File: config.mk
export PLATFORM = sky130hd
export DESIGN_NAME = lcd_master_0_p2b_converter_flat
export DESIGN_NICKNAME = d
export VERILOG_FILES = /design/src/rtl/lcd_master_0_p2b_converter_if.sv /design/src/rtl/lcd_master_0_p2b_converter.sv /design/src/flat_wrapper.sv
export SDC_FILE = /design/constraint.sdc
export NUM_CORES = 1
export LEC_CHECK = 0
export ABC_CLOCK_PERIOD_IN_PS = 2050
export CORE_AREA = 2 2 56 58
export DETAILED_ROUTE_END_ITERATION = 16
export DIE_AREA = 0 0 58 60
export DONT_BUFFER_PORTS = 1
export GPL_TIMING_DRIVEN = 1
export PLACE_DENSITY = 0.62
export SLEW_MARGIN = 40
export SYNTH_ARGS = -nofsm -noshare
export SYNTH_HDL_FRONTEND = slang
export SYNTH_SLANG_ARGS = --single-unit
File: constraint.sdc
create_clock -name clk -period 2.05 [get_ports clk]
set_input_delay 0.41 -clock clk [delete_from_list [all_inputs] [get_ports clk]]
set_output_delay 0.41 -clock clk [all_outputs]
set_load 0.05 [all_outputs]
File: src/rtl/lcd_master_0_p2b_converter_if.sv
// Avalon-ST beat in / byte stream out bundle for the packets-to-bytes encoder.
// slave is the encoder side, master is the upstream/downstream environment side.
interface lcd_master_0_p2b_converter_if #(
    parameter int CHANNEL_WIDTH = 8
);
    logic                     in_ready;
    logic                     in_valid;
    logic [7:0]               in_data;
    logic [CHANNEL_WIDTH-1:0] in_channel;
    logic                     in_startofpacket;
    logic                     in_endofpacket;
    logic                     out_ready;
    logic                     out_valid;
    logic [7:0]               out_data;

    modport slave (
        output in_ready,
        input  in_valid,
        input  in_data,
        input  in_channel,
        input  in_startofpacket,
        input  in_endofpacket,
        input  out_ready,
        output out_valid,
        output out_data
    );

    modport master (
        input  in_ready,
        output in_valid,
        output in_data,
        output in_channel,
        output in_startofpacket,
        output in_endofpacket,
        output out_ready,
        input  out_valid,
        input  out_data
    );
endinterface

File: src/rtl/lcd_master_0_p2b_converter.sv
// Packets-to-bytes encoder: one Avalon-ST beat -> framed, escaped byte stream.
// Latency one cycle to first byte; registered output, stalls hold out_data.
module lcd_master_0_p2b_converter #(
    parameter int CHANNEL_WIDTH = 8
) (
    input  logic                          clk,
    input  logic                          reset,
    lcd_master_0_p2b_converter_if.slave   bus
);

    localparam logic [7:0] SOP_CHAR = 8'h7A;
    localparam logic [7:0] EOP_CHAR = 8'h7B;
    localparam logic [7:0] CH_CHAR  = 8'h7C;
    localparam logic [7:0] ESC_CHAR = 8'h7D;
    localparam logic [7:0] ESC_XOR  = 8'h20;

    typedef enum logic [2:0] {
        IDLE,
        CH_MARK,
        CH_ESC,
        CH_VAL,
        SOP_MARK,
        EOP_MARK,
        D_ESC,
        D_VAL
    } state_t;

    state_t                   state_q, state_d;
    logic                     out_valid_q, out_valid_d;
    logic [7:0]               out_data_q, out_data_d;
    logic                     last_ch_vld_q, last_ch_vld_d;
    logic [CHANNEL_WIDTH-1:0] last_ch_q, last_ch_d;

    logic [7:0] ch_byte;
    logic       ch_special;
    logic       data_special;
    logic       ch_new;
    logic       load;
    logic       pending;
    state_t     start_step;
    state_t     data_step;
    state_t     step;
    state_t     next_step;
    logic [7:0] step_byte;

    function automatic logic is_special(input logic [7:0] b);
        return (b >= SOP_CHAR) && (b <= ESC_CHAR);
    endfunction

    assign ch_byte      = 8'(bus.in_channel);
    assign ch_special   = is_special(ch_byte);
    assign data_special = is_special(bus.in_data);
    assign ch_new       = !last_ch_vld_q || (bus.in_channel != last_ch_q);
    assign load         = !out_valid_q || bus.out_ready;
    // Upstream holds in_valid for the whole beat, so it doubles as "byte pending".
    assign pending      = bus.in_valid;

    always_comb begin
        data_step  = data_special ? D_ESC : D_VAL;
        start_step = data_step;
        if (bus.in_startofpacket && ch_new) begin
            start_step = CH_MARK;
        end else if (bus.in_startofpacket) begin
            start_step = SOP_MARK;
        end else if (bus.in_endofpacket) begin
            start_step = EOP_MARK;
        end
        // IDLE resolves the first step combinationally so beats run back to back.
        step = (state_q == IDLE) ? start_step : state_q;
    end

    always_comb begin
        step_byte = 8'h00;
        next_step = IDLE;
        case (step)
            CH_MARK: begin
                step_byte = CH_CHAR;
                next_step = ch_special ? CH_ESC : CH_VAL;
            end
            CH_ESC: begin
                step_byte = ESC_CHAR;
                next_step = CH_VAL;
            end
            CH_VAL: begin
                step_byte = ch_special ? (ch_byte ^ ESC_XOR) : ch_byte;
                next_step = SOP_MARK;
            end
            SOP_MARK: begin
                step_byte = SOP_CHAR;
                next_step = bus.in_endofpacket ? EOP_MARK : data_step;
            end
            EOP_MARK: begin
                step_byte = EOP_CHAR;
                next_step = data_step;
            end
            D_ESC: begin
                step_byte = ESC_CHAR;
                next_step = D_VAL;
            end
            D_VAL: begin
                step_byte = data_special ? (bus.in_data ^ ESC_XOR) : bus.in_data;
                next_step = IDLE;
            end
            default: begin
                step_byte = 8'h00;
                next_step = IDLE;
            end
        endcase
    end

    always_comb begin
        state_d       = state_q;
        out_valid_d   = out_valid_q;
        out_data_d    = out_data_q;
        last_ch_vld_d = last_ch_vld_q;
        last_ch_d     = last_ch_q;
        if (load) begin
            out_valid_d = pending;
            if (pending) begin
                out_data_d = step_byte;
                state_d    = next_step;
                if (step == CH_VAL) begin
                    last_ch_d     = bus.in_channel;
                    last_ch_vld_d = 1'b1;
                end
            end
        end
    end

    always_ff @(posedge clk or posedge reset) begin
        if (reset) begin
            state_q       <= IDLE;
            out_valid_q   <= 1'b0;
            out_data_q    <= 8'h00;
            last_ch_vld_q <= 1'b0;
            last_ch_q     <= '0;
        end else begin
            state_q       <= state_d;
            out_valid_q   <= out_valid_d;
            out_data_q    <= out_data_d;
            last_ch_vld_q <= last_ch_vld_d;
            last_ch_q     <= last_ch_d;
        end
    end

    assign bus.in_ready  = !reset && (step == D_VAL) && load && bus.in_valid;
    assign bus.out_valid = out_valid_q;
    assign bus.out_data  = out_data_q;

endmodule

File: src/flat_wrapper.sv
// flat-port wrapper written by rule: the top's interface ports become plain ports
module lcd_master_0_p2b_converter_flat 
#(
    parameter int CHANNEL_WIDTH = 8
)
  (clk, reset, bus_in_ready, bus_in_valid, bus_in_data, bus_in_channel, bus_in_startofpacket, bus_in_endofpacket, bus_out_ready, bus_out_valid, bus_out_data);
  lcd_master_0_p2b_converter_if #(.CHANNEL_WIDTH(CHANNEL_WIDTH)) bus_i ();
  input  logic clk;
  input  logic reset;
  output wire logic [$bits(bus_i.in_ready)-1:0] bus_in_ready;
  input wire logic [$bits(bus_i.in_valid)-1:0] bus_in_valid;
  input wire logic [$bits(bus_i.in_data)-1:0] bus_in_data;
  input wire logic [$bits(bus_i.in_channel)-1:0] bus_in_channel;
  input wire logic [$bits(bus_i.in_startofpacket)-1:0] bus_in_startofpacket;
  input wire logic [$bits(bus_i.in_endofpacket)-1:0] bus_in_endofpacket;
  input wire logic [$bits(bus_i.out_ready)-1:0] bus_out_ready;
  output wire logic [$bits(bus_i.out_valid)-1:0] bus_out_valid;
  output wire logic [$bits(bus_i.out_data)-1:0] bus_out_data;
  assign bus_in_ready = bus_i.in_ready;
  assign bus_i.in_valid = bus_in_valid;
  assign bus_i.in_data = bus_in_data;
  assign bus_i.in_channel = bus_in_channel;
  assign bus_i.in_startofpacket = bus_in_startofpacket;
  assign bus_i.in_endofpacket = bus_in_endofpacket;
  assign bus_i.out_ready = bus_out_ready;
  assign bus_out_valid = bus_i.out_valid;
  assign bus_out_data = bus_i.out_data;
  lcd_master_0_p2b_converter #(.CHANNEL_WIDTH(CHANNEL_WIDTH)) u_core (.clk(clk), .reset(reset), .bus(bus_i));
endmodule
==> metrics.txt <==
status finished with violations; failing checks negative setup slack; remaining design rule violation count 0; Min-Delay Endpoint u_core.bus.out_valid; nets 158; commonest non-fill, non-tap cell in the layout dfrtp_1; Primary FF master, synth dfrtp_1; Die X 58 microns; final clock skew 8.977 ps; top cells by area, synth dfrtp_1 44%, mux2_2 7.5%, xnor2_1 5.8%; crit path launch type register; share of the synthesized area in the top cell type 43.66%; DIE HEIGHT 60 microns; full die area 3480 sq um; Slew Limit Fails 0; final wirelength 2.867 mm; core area 2903 sq um; total track usage 18.42%; # setup viols final 1; RSZ-0062 raised after global routing yes; CTS sink cnt 21; VDD IR max 0.0008246 V; Crit Path Class reg2out; number of synthesized register bits 21; final setup slack of the worst path -190.5 ps; P&R area growth vs syn 24.53%; Clk pin slew, worst setup/hold paths 120 ps; clock tree buffer depth 2; WHS Path Cells 1; vias 971; synthesized cell area 1204 sq um; Overflow after GRT 0; first-pass GRT wire length 4.788 mm; syn_area_per_cell 10.11 sq um; FP Rows 20; router iterations before antenna repair 4; Critical Path AT 1830 ps; vias in the first global route 1014; Post-synth EDFFs 0; Synth Instances 119; Crit path max-delay family simple AND/OR/NAND/NOR gates; CP Capture Type output port; drt via density 5.780; fmax 446.3 MHz; CTS buffer count 3; Logic pwr share 45.1%; Pleak 0.6186 nW; PwrDens 1474 nW/um^2; r2r endpoint u_core.bus.out_data[5]; FF-to-FF Start u_core.last_ch_q[5]; post-layout util 51.64%; Placed Area 1358 sq um; DRT iter0 DRCs 25; routability congestion estimate 0.9199; commonest non-fill, non-tap cells in the layout 20 x dfrtp_1, 11 x buf_4, 10 x a21oi_1; sw frac 46.18%; Worst Tran Pin Value 525.2 ps; Final period util 109.3%; FF-to-FF path depth 7; post-synthesis net count 141; I/O pin cnt 32; Net Sw Power 1.020 mW; internal power 1.189 mW; Tmin final 2240 ps; Crit path required time 1640 ps; slowest stage cell on the critical path dfrtp_1; synth unique cells 37; Clk pwr share 8.9%; Worst Hold Class in2reg; n_diodes 0; H-tree depth 1; reg2reg setup slack 50 ps; Design Area, Final 1499 sq um; Initial Util 41.47%; Final Hold Fails 0; layout cells sized above 1 34.81%; DRT antenna net count 0; sequential power share 46.1%; TritonCTS clock tree yes; Crit Path Max Fanout 2; hold path start bus_in_valid; Max-Cap Viols 0; largest net degree at the start of global routing 12; asr flop ratio synth 100.0%; clk_lat worst skew 300 ps; CP Cell Sequence xnor2_2 -> nand4_1 -> nor4b_4 -> nor2_4 -> nor3_4 -> buf_12; Synthesis Warnings 0; initial antenna violation count 0; DR WL/cell 17.07 microns; root buf cell clkbuf_4; register area share after synthesis 43.66%; hpwl dp 2.286 mm; max incr delay on CP 430 ps; worst path bufs/invs 1; area leader, netlist dfrtp_1; Buffers on Ports 0; Slew HR 64.79%
==> power by group through the flow <==
stage,clock network (mW),registers (mW),logic [mW]
global placement,0,0.997,0.849
global route,0.224,1.04,1.09
CTS,0.203,1.01,0.939
floorplan,0,0.972,0.661
detailed placement,0,1.00,0.857
finish,0.196,1.02,0.995
==> cell usage after synthesis, types with 2 or more instances <==
library cell,instances
nand2b_1,3
nor3_1,3
nand4_1,3
or3_1,2
nand3_1,3
a21o_1,2
nand2_1,8
nor3b_1,2
xnor2_1,8
mux2_2,8
and3_1,2
o31ai_1,2
dfrtp_1,21
o21ai_0,4
inv_1,2
o21a_1,2
xor2_1,3
nand2_2,2
nor2_1,9
mux2i_1,4
a21oi_1,10
==> layout make-up <==
type                            instances  area [sq um]
Tap cell                               33         41.29
Clock buffer                            4         26.28
Sequential cell                        21         526.8
Timing Repair Buffer                   13         112.6
Fill cell                             267          1404
Inverter                                2         7.507
Multi-Input combinational cell         95         784.5
==> metal layers <==
layer  vias to the layer above  global-route usage (%)  routed length, microns
li1                        467                       -                       -
met1                       472                   23.40                    1216
met2                        28                   31.01                    1410
met3                         4                   4.762                     199
met4                         0                   5.316                      41
met5                         -                       0                       0
==> state kept, by name, indices dropped and copies added, names as in the netlist <==
signal,flops
u_core.bus.out_data,8
u_core.last_ch_q,8
u_core.state_q,3
u_core.bus.out_valid,1
u_core.last_ch_vld_q,1
==> worst max path at each step <==
stage / startpoint / endpoint / slack [ps] / cells after the start
floorplan: bus_in_data[6] / bus_in_ready / -40 / 5
global placement: bus_in_channel[3] / bus_in_ready / 70 / 6
detailed placement: bus_in_channel[3] / bus_in_ready / 50 / 6
CTS: u_core.last_ch_q[5] / bus_in_ready / -180 / 6
global route: u_core.last_ch_q[5] / bus_in_ready / -320 / 6
finish: u_core.last_ch_q[5] / bus_in_ready / -190 / 6
==> what timing repair did <==
action	in CTS	in global routing
hold buffers	1	0
resized for setup	9	4
setup buffers	2	2
pin swaps	9	1
hold endpoints to repair	10	0
setup endpoints to repair	1	14
==> cells by family after synthesis <==
group,Yosys count,share of synthesized area (%)
multiplexers,12,10.81
buffers and inverters,3,0.9355
flip-flops,21,43.66
XOR/XNOR,11,8.005
AND/OR/NAND/NOR,46,22.76
AO/OA/AOI/OAI,26,13.83
==> metrics by stage <==
step           setup WS [ps]  power [mW]  hold slack [ps]  setup TNS, ps  std cells
6_report              -190.5       2.209            213.1         -190.5        168
5_1_grt               -321.8       2.355            199.5         -376.0        168
4_1_cts               -177.4       2.155            209.9         -177.4        168
3_5_place_dp           52.37       1.860            322.5              0        161
3_3_place_gp           67.00       1.846            314.3              0        161
2_1_floorplan         -41.51       1.633            386.5         -41.51        119
Power figures use the tool's default switching activity.
